`src/rtl/mdu_iter.sv`:
```
// mdu_iter: iterative multiply/divide unit, one iteration per clock.
//
// Works on operand magnitudes: shift-add for multiply, restoring
// shift-subtract for divide, followed by a sign-correction step. With
// WIDTH = N, a result appears N+1 clock edges after the request is
// accepted.
//
// Ports
//   clk_i    sole clock, rising edge
//   rst_ni   asynchronous active-low reset
//   start_i  request; sampled in IDLE and in the FIN (done) cycle
//   op_i     00 MULTU, 01 MULT, 10 DIVU, 11 DIV
//   a_i      multiplicand / dividend, captured with start_i
//   b_i      multiplier / divisor, captured with start_i
//   flush_i  synchronous abort; forces IDLE on the next edge
//   busy_o   unit occupied (CALC or FIN)
//   done_o   one-cycle completion pulse (FIN)
//   hi_o     product upper half / remainder
//   lo_o     product lower half / quotient
//
// state | meaning
// IDLE  | waiting for a request
// CALC  | WIDTH iterations, then the sign-correction / result-write edge
// FIN   | result on hi_o/lo_o, done_o high, can accept a new request
module mdu_iter #(
    parameter int WIDTH     = 32,
    parameter bit SIGNED_EN = 1'b1
) (
    input  logic             clk_i,
    input  logic             rst_ni,
    input  logic             start_i,
    input  logic [1:0]       op_i,
    input  logic [WIDTH-1:0] a_i,
    input  logic [WIDTH-1:0] b_i,
    input  logic             flush_i,
    output logic             busy_o,
    output logic             done_o,
    output logic [WIDTH-1:0] hi_o,
    output logic [WIDTH-1:0] lo_o
);

    localparam int CW = $clog2(WIDTH + 1);

    typedef enum logic [1:0] {IDLE, CALC, FIN} state_t;

    state_t             state_q, state_d;
    logic [CW-1:0]      cnt_q;
    logic               div_q, neg_a_q, neg_b_q, bzero_q;
    logic [WIDTH-1:0]   mb_q, acc_hi_q, acc_lo_q, hi_q, lo_q;

    logic               accept, last_iter;
    logic               in_signed, in_neg_a, in_neg_b;
    logic [WIDTH-1:0]   in_mag_a, in_mag_b;
    logic [WIDTH:0]     mul_sum, div_shift;
    logic               div_ok;
    logic [WIDTH-1:0]   step_hi, step_lo, res_hi, res_lo;
    logic [2*WIDTH-1:0] mul_full, mul_res;

    // A new request can also be taken in the done cycle, giving back-to-back operation.
    assign accept    = start_i && !flush_i && (state_q == IDLE || state_q == FIN);
    assign last_iter = (state_q == CALC) && (cnt_q == CW'(WIDTH));

    // Operand magnitudes; the most negative value maps to 2^(WIDTH-1), which still fits unsigned.
    assign in_signed = SIGNED_EN && op_i[0];
    assign in_neg_a  = in_signed && a_i[WIDTH-1];
    assign in_neg_b  = in_signed && b_i[WIDTH-1];
    assign in_mag_a  = in_neg_a ? -a_i : a_i;
    assign in_mag_b  = in_neg_b ? -b_i : b_i;

    // One iteration: acc_hi holds partial product / partial remainder,
    // acc_lo holds multiplier bits / dividend bits becoming quotient bits.
    always_comb begin
        mul_sum   = {1'b0, acc_hi_q} + (acc_lo_q[0] ? {1'b0, mb_q} : '0);
        div_shift = {acc_hi_q, acc_lo_q[WIDTH-1]};
        div_ok    = div_shift >= {1'b0, mb_q};
        if (div_q) begin
            step_hi = div_ok ? WIDTH'(div_shift - {1'b0, mb_q}) : div_shift[WIDTH-1:0];
            step_lo = {acc_lo_q[WIDTH-2:0], div_ok};
        end else begin
            step_hi = mul_sum[WIDTH:1];
            step_lo = {mul_sum[0], acc_lo_q[WIDTH-1:1]};
        end
    end

    // Sign correction. A zero divisor makes every subtract succeed, so the
    // remainder ends as |a| (re-signed to a); only the quotient is forced to all ones.
    always_comb begin
        mul_full = {acc_hi_q, acc_lo_q};
        mul_res  = (neg_a_q ^ neg_b_q) ? -mul_full : mul_full;
        if (div_q) begin
            res_lo = bzero_q ? '1 : ((neg_a_q ^ neg_b_q) ? -acc_lo_q : acc_lo_q);
            res_hi = neg_a_q ? -acc_hi_q : acc_hi_q;
        end else begin
            res_hi = mul_res[2*WIDTH-1:WIDTH];
            res_lo = mul_res[WIDTH-1:0];
        end
    end

    always_ff @(posedge clk_i or negedge rst_ni) begin
        if (!rst_ni) begin
            state_q <= IDLE;
        end else begin
            state_q <= state_d;
        end
    end

    always_comb begin
        state_d = state_q;
        case (state_q)
            IDLE:    if (accept) state_d = CALC;
            CALC: begin
                if (flush_i)        state_d = IDLE;
                else if (last_iter) state_d = FIN;
            end
            FIN:     state_d = accept ? CALC : IDLE;
            default: state_d = IDLE;
        endcase
    end

    always_comb begin
        busy_o = (state_q != IDLE);
        done_o = (state_q == FIN);
    end

    always_ff @(posedge clk_i or negedge rst_ni) begin
        if (!rst_ni) begin
            cnt_q    <= '0;
            div_q    <= 1'b0;
            neg_a_q  <= 1'b0;
            neg_b_q  <= 1'b0;
            bzero_q  <= 1'b0;
            mb_q     <= '0;
            acc_hi_q <= '0;
            acc_lo_q <= '0;
            hi_q     <= '0;
            lo_q     <= '0;
        end else if (accept) begin
            cnt_q    <= '0;
            div_q    <= op_i[1];
            neg_a_q  <= in_neg_a;
            neg_b_q  <= in_neg_b;
            bzero_q  <= (b_i == '0);
            mb_q     <= in_mag_b;
            acc_hi_q <= '0;
            acc_lo_q <= in_mag_a;
        end else if (state_q == CALC && !flush_i) begin
            if (last_iter) begin
                hi_q <= res_hi;
                lo_q <= res_lo;
            end else begin
                acc_hi_q <= step_hi;
                acc_lo_q <= step_lo;
                cnt_q    <= cnt_q + CW'(1);
            end
        end
    end

    assign hi_o = hi_q;
    assign lo_o = lo_q;

endmodule

```
`config.mk`:
```
export PLATFORM = sky130hd
export DESIGN_NAME = mdu_iter
export DESIGN_NICKNAME = d
export VERILOG_FILES = /design/src/rtl/mdu_iter.sv
export SDC_FILE = /design/constraint.sdc
export NUM_CORES = 1
export LEC_CHECK = 0
export CORE_ASPECT_RATIO = 1.2
export CORE_MARGIN = 2
export CORE_UTILIZATION = 49
export DETAILED_ROUTE_END_ITERATION = 7
export PLACE_DENSITY = 0.7
export SETUP_SLACK_MARGIN = 0.4
export SLEW_MARGIN = 40
export SYNTH_ARGS = -nofsm -noshare
export SYNTH_HDL_FRONTEND = slang
export SYNTH_SLANG_ARGS = --single-unit
```
`constraint.sdc`:
```
create_clock -name clk_i -period 5.9 [get_ports clk_i]
set_clock_uncertainty 0.05 [all_clocks]
set_input_delay 1.18 -clock clk_i [delete_from_list [all_inputs] [get_ports clk_i]]
set_output_delay 1.18 -clock clk_i [all_outputs]
set_load 0.05 [all_outputs]
```
==> metrics.yaml <==
synth:
  ys_seq_elements: 172
  synthesis.area_um2: 13900
  syn_nets: 1874
  ys_types: 81
  ys.warnings.count: 0
  synthArstFlopShare: 1.00
  synth_cells: 1732
  syn_area_per_cell_um2: 8.00
  synth_edf_count: 0
  synthFlopType: "dfrtp_1"
  ys_seq_area_frac: 0.311
pwr:
  powerDensity_nw_per_um2: 427
  peakVddDrop_mv: 0.222
  p_leak_nw: 6.96
clock_network:
  cts-resized-gates: 0
  clock_path_buffers: 2
  ctsHoldBuffers: 0
  root_buffer: "clkbuf_16"
  clkTransAtPathRegs_ps: 70
  cts_max_level: 4
  cts_setup_buffers: 0
  cts_sinks: 172
  tritoncts: "done"
  clk_latency_ps: 450
  cts_buffers: 17
global_route:
  antenna_found_initial: 0
  use_met2: 0.462
  grt_pass1_vias: 12200
  use_met3: 0.0423
  grt_pass1_wl_um: 65100
  use_met1: 0.364
  grt_max_degree: 78
  grt_use_total: 0.277
  top_usage_layer: "met2"
  grt_overflow: 0
timing:
  finalSetupViolations: 0
  rsz0062_at_grt: "false"
  drv_slew: 0
  fmax_ghz: 0.238
  finalHoldViolCount: 0
  fin_ws_ps: 1710
  finalSetupTns_ps: 0
  period_share: 0.711
  timing.final.crit_period_ps: 4190
  worstMarginPinSlew_ps: 799
  slew_headroom: 0.467
critical_path:
  end_kind: "flip-flop"
  crit_required_ps: 6180
  cp-start-kind: "flip-flop"
  crit_fanout: 47
  cp_slowest_cell: "a2111oi_4"
  cpPeakStageDelay_ps: 730
  critPathArrivalTime_ps: 4470
  crit_type: "reg -> reg"
  cp_cell_sequence: "ha_1 -> a21oi_1 -> o21ai_0 -> a311oi_1 -> o21ba_2 -> nand4_1 -> a2111oi_4 -> buf_12 -> nand2b_1 -> o21ai_1 -> a221o_1"
detailed_routing:
  drt-pass1-iter-count: 5
  post-route-drc-count: 0
  wl_um: 40700
  first_iter_violations: 898
  ant_nets: 0
  vias_per_cell: 5.82
  avgRoutedWirePerCell_um: 18.6
  vias: 12800
cells_and_area:
  fin_cells: 2195
  synthToLayoutAreaGrowth_pct: 15.6
  drive_gt1_frac: 0.0518
  stdcell_area_um2: 16000
  final_cell_mix: "201 x nor2_1, 186 x nand2_1, 179 x o21ai_0, 175 x a21oi_1, 171 x dfrtp_1"
  nets: 1946
  antenna_cells: 0
  final_common_cell: "nor2_1"
placed_design:
  hpwl_um: 31000
  dpl_worst_slack_ps: 1600
  gp_congestion: 0.976
  dpl_cell_area_um2: 15500
  dp.cells: 2164
  portBuffers: 135
flow_run:
  cap_viol_max_count: 0
floorplanning:
  core_area_um2: 27900
  start_util: 0.496
  io_pins: 136
  dieHeight_um: 188
  row_count: 67
  die_x_um: 158
  die_area_um2: 29700
hold_path:
  timing.hold.worst.class: "reg -> reg"
outcome:
  status: "finished clean"
cell families after synthesis:
kind of cell | count (synthesis) | synth area share
buffers and inverters | 154 | 0.0432
muxes | 40 | 0.0289
DFF | 172 | 0.311
adders and majority gates | 72 | 0.0661
xor gates and xnor gates | 183 | 0.116
and+or+nand+nor | 570 | 0.199
AOI/OAI and AO/OA | 541 | 0.237
critical path, delay by kind of cell (launching register included):
| kind | cells | cell delay [ps] |
|---|---|---|
| AOI/OAI and AO/OA | 7 | 2240 |
| DFF | 1 | 650 |
| and+or+nand+nor | 2 | 440 |
| adders and majority gates | 1 | 390 |
| buffers and inverters | 1 | 320 |
final cells by class:
type / count / area [um^2]
well taps: 379 / 474
flip-flops and latches: 172 / 4310
clock inverters: 13 / 129
clock buffers: 18 / 429
inverters: 62 / 233
fillers: 2611 / 11900
multi-input cells: 1406 / 9020
repair buffers: 145 / 1440
sequential cells by signal, indices dropped and copies added (netlist names):
name      cells
lo_o         32
cnt_q         6
state_q       2
acc_hi_q     32
acc_lo_q     32
hi_o         32
neg_a_q       1
div_q         1
bzero_q       1
neg_b_q       1
mb_q         32
Yosys cell counts (all sizes together), types with 6 or more instances:
cell	n	area, um^2
nor2	202	758
nand2	190	716
o21ai	186	931
a21oi	178	895
dfrtp	172	4300
xnor2	98	858
xor2	85	744
clkbuf	79	297
ha	70	876
inv	62	233
mux2i	40	400
nand3	28	140
a21o	27	203
nor3	21	133
a31oi	20	125
or4	19	158
a22oi	17	128
nor4	16	170
o31ai	15	126
or3	15	93.8
buf	13	68.8
o41ai	13	121
and2	11	68.8
nand4	11	75.1
o221ai	11	96.3
nand2b	10	70.1
nor2b	10	62.6
o211ai	9	67.6
o21a	9	67.6
o21bai	8	60.1
a211oi	6	45.0
or2	6	37.5
metrics by stage:
step | utilization | power (mW) | hold slack (ps)
after floorplan | - | 4.61 | 394
after global placement | 0.553 | 5.60 | 411
after detailed placement | 0.554 | 5.64 | 419
after CTS | 0.574 | 6.77 | 435
after global routing | 0.574 | 7.34 | 457
final | 0.574 | 6.84 | 425
report_power, final:
| part | total [mW] | switching [mW] | internal [mW] |
|---|---|---|---|
| Combinational | 3.84 | 2.28 | 1.56 |
| Clock | 1.12 | 0.532 | 0.589 |
| Sequential | 1.88 | 0.498 | 1.38 |
metal layers:
metal | up-vias | part of all wire | wire [um]
met3 | 83 | 0.054 | 2200
li1 | 6290 | - | -
met1 | 5995 | 0.44 | 17800
met2 | 411 | 0.48 | 19400
met4 | 0 | 0.033 | 1350
met5 | - | 0 | 0
worst paths after layout:
check,start,endpoint,slack [ps],depth (start not counted)
max,acc_hi_q[11],acc_hi_q[15],1710,11
min,hi_o[22],hi_o[22],430,2
max reg2reg,acc_hi_q[11],acc_hi_q[15],1710,11
min reg2reg,hi_o[22],hi_o[22],430,2
max in group asynchronous,rst_ni,lo_o[19],3870,2
min in group asynchronous,rst_ni,acc_hi_q[3],700,1
No activity file was read; power rests on OpenSTA's default activity.
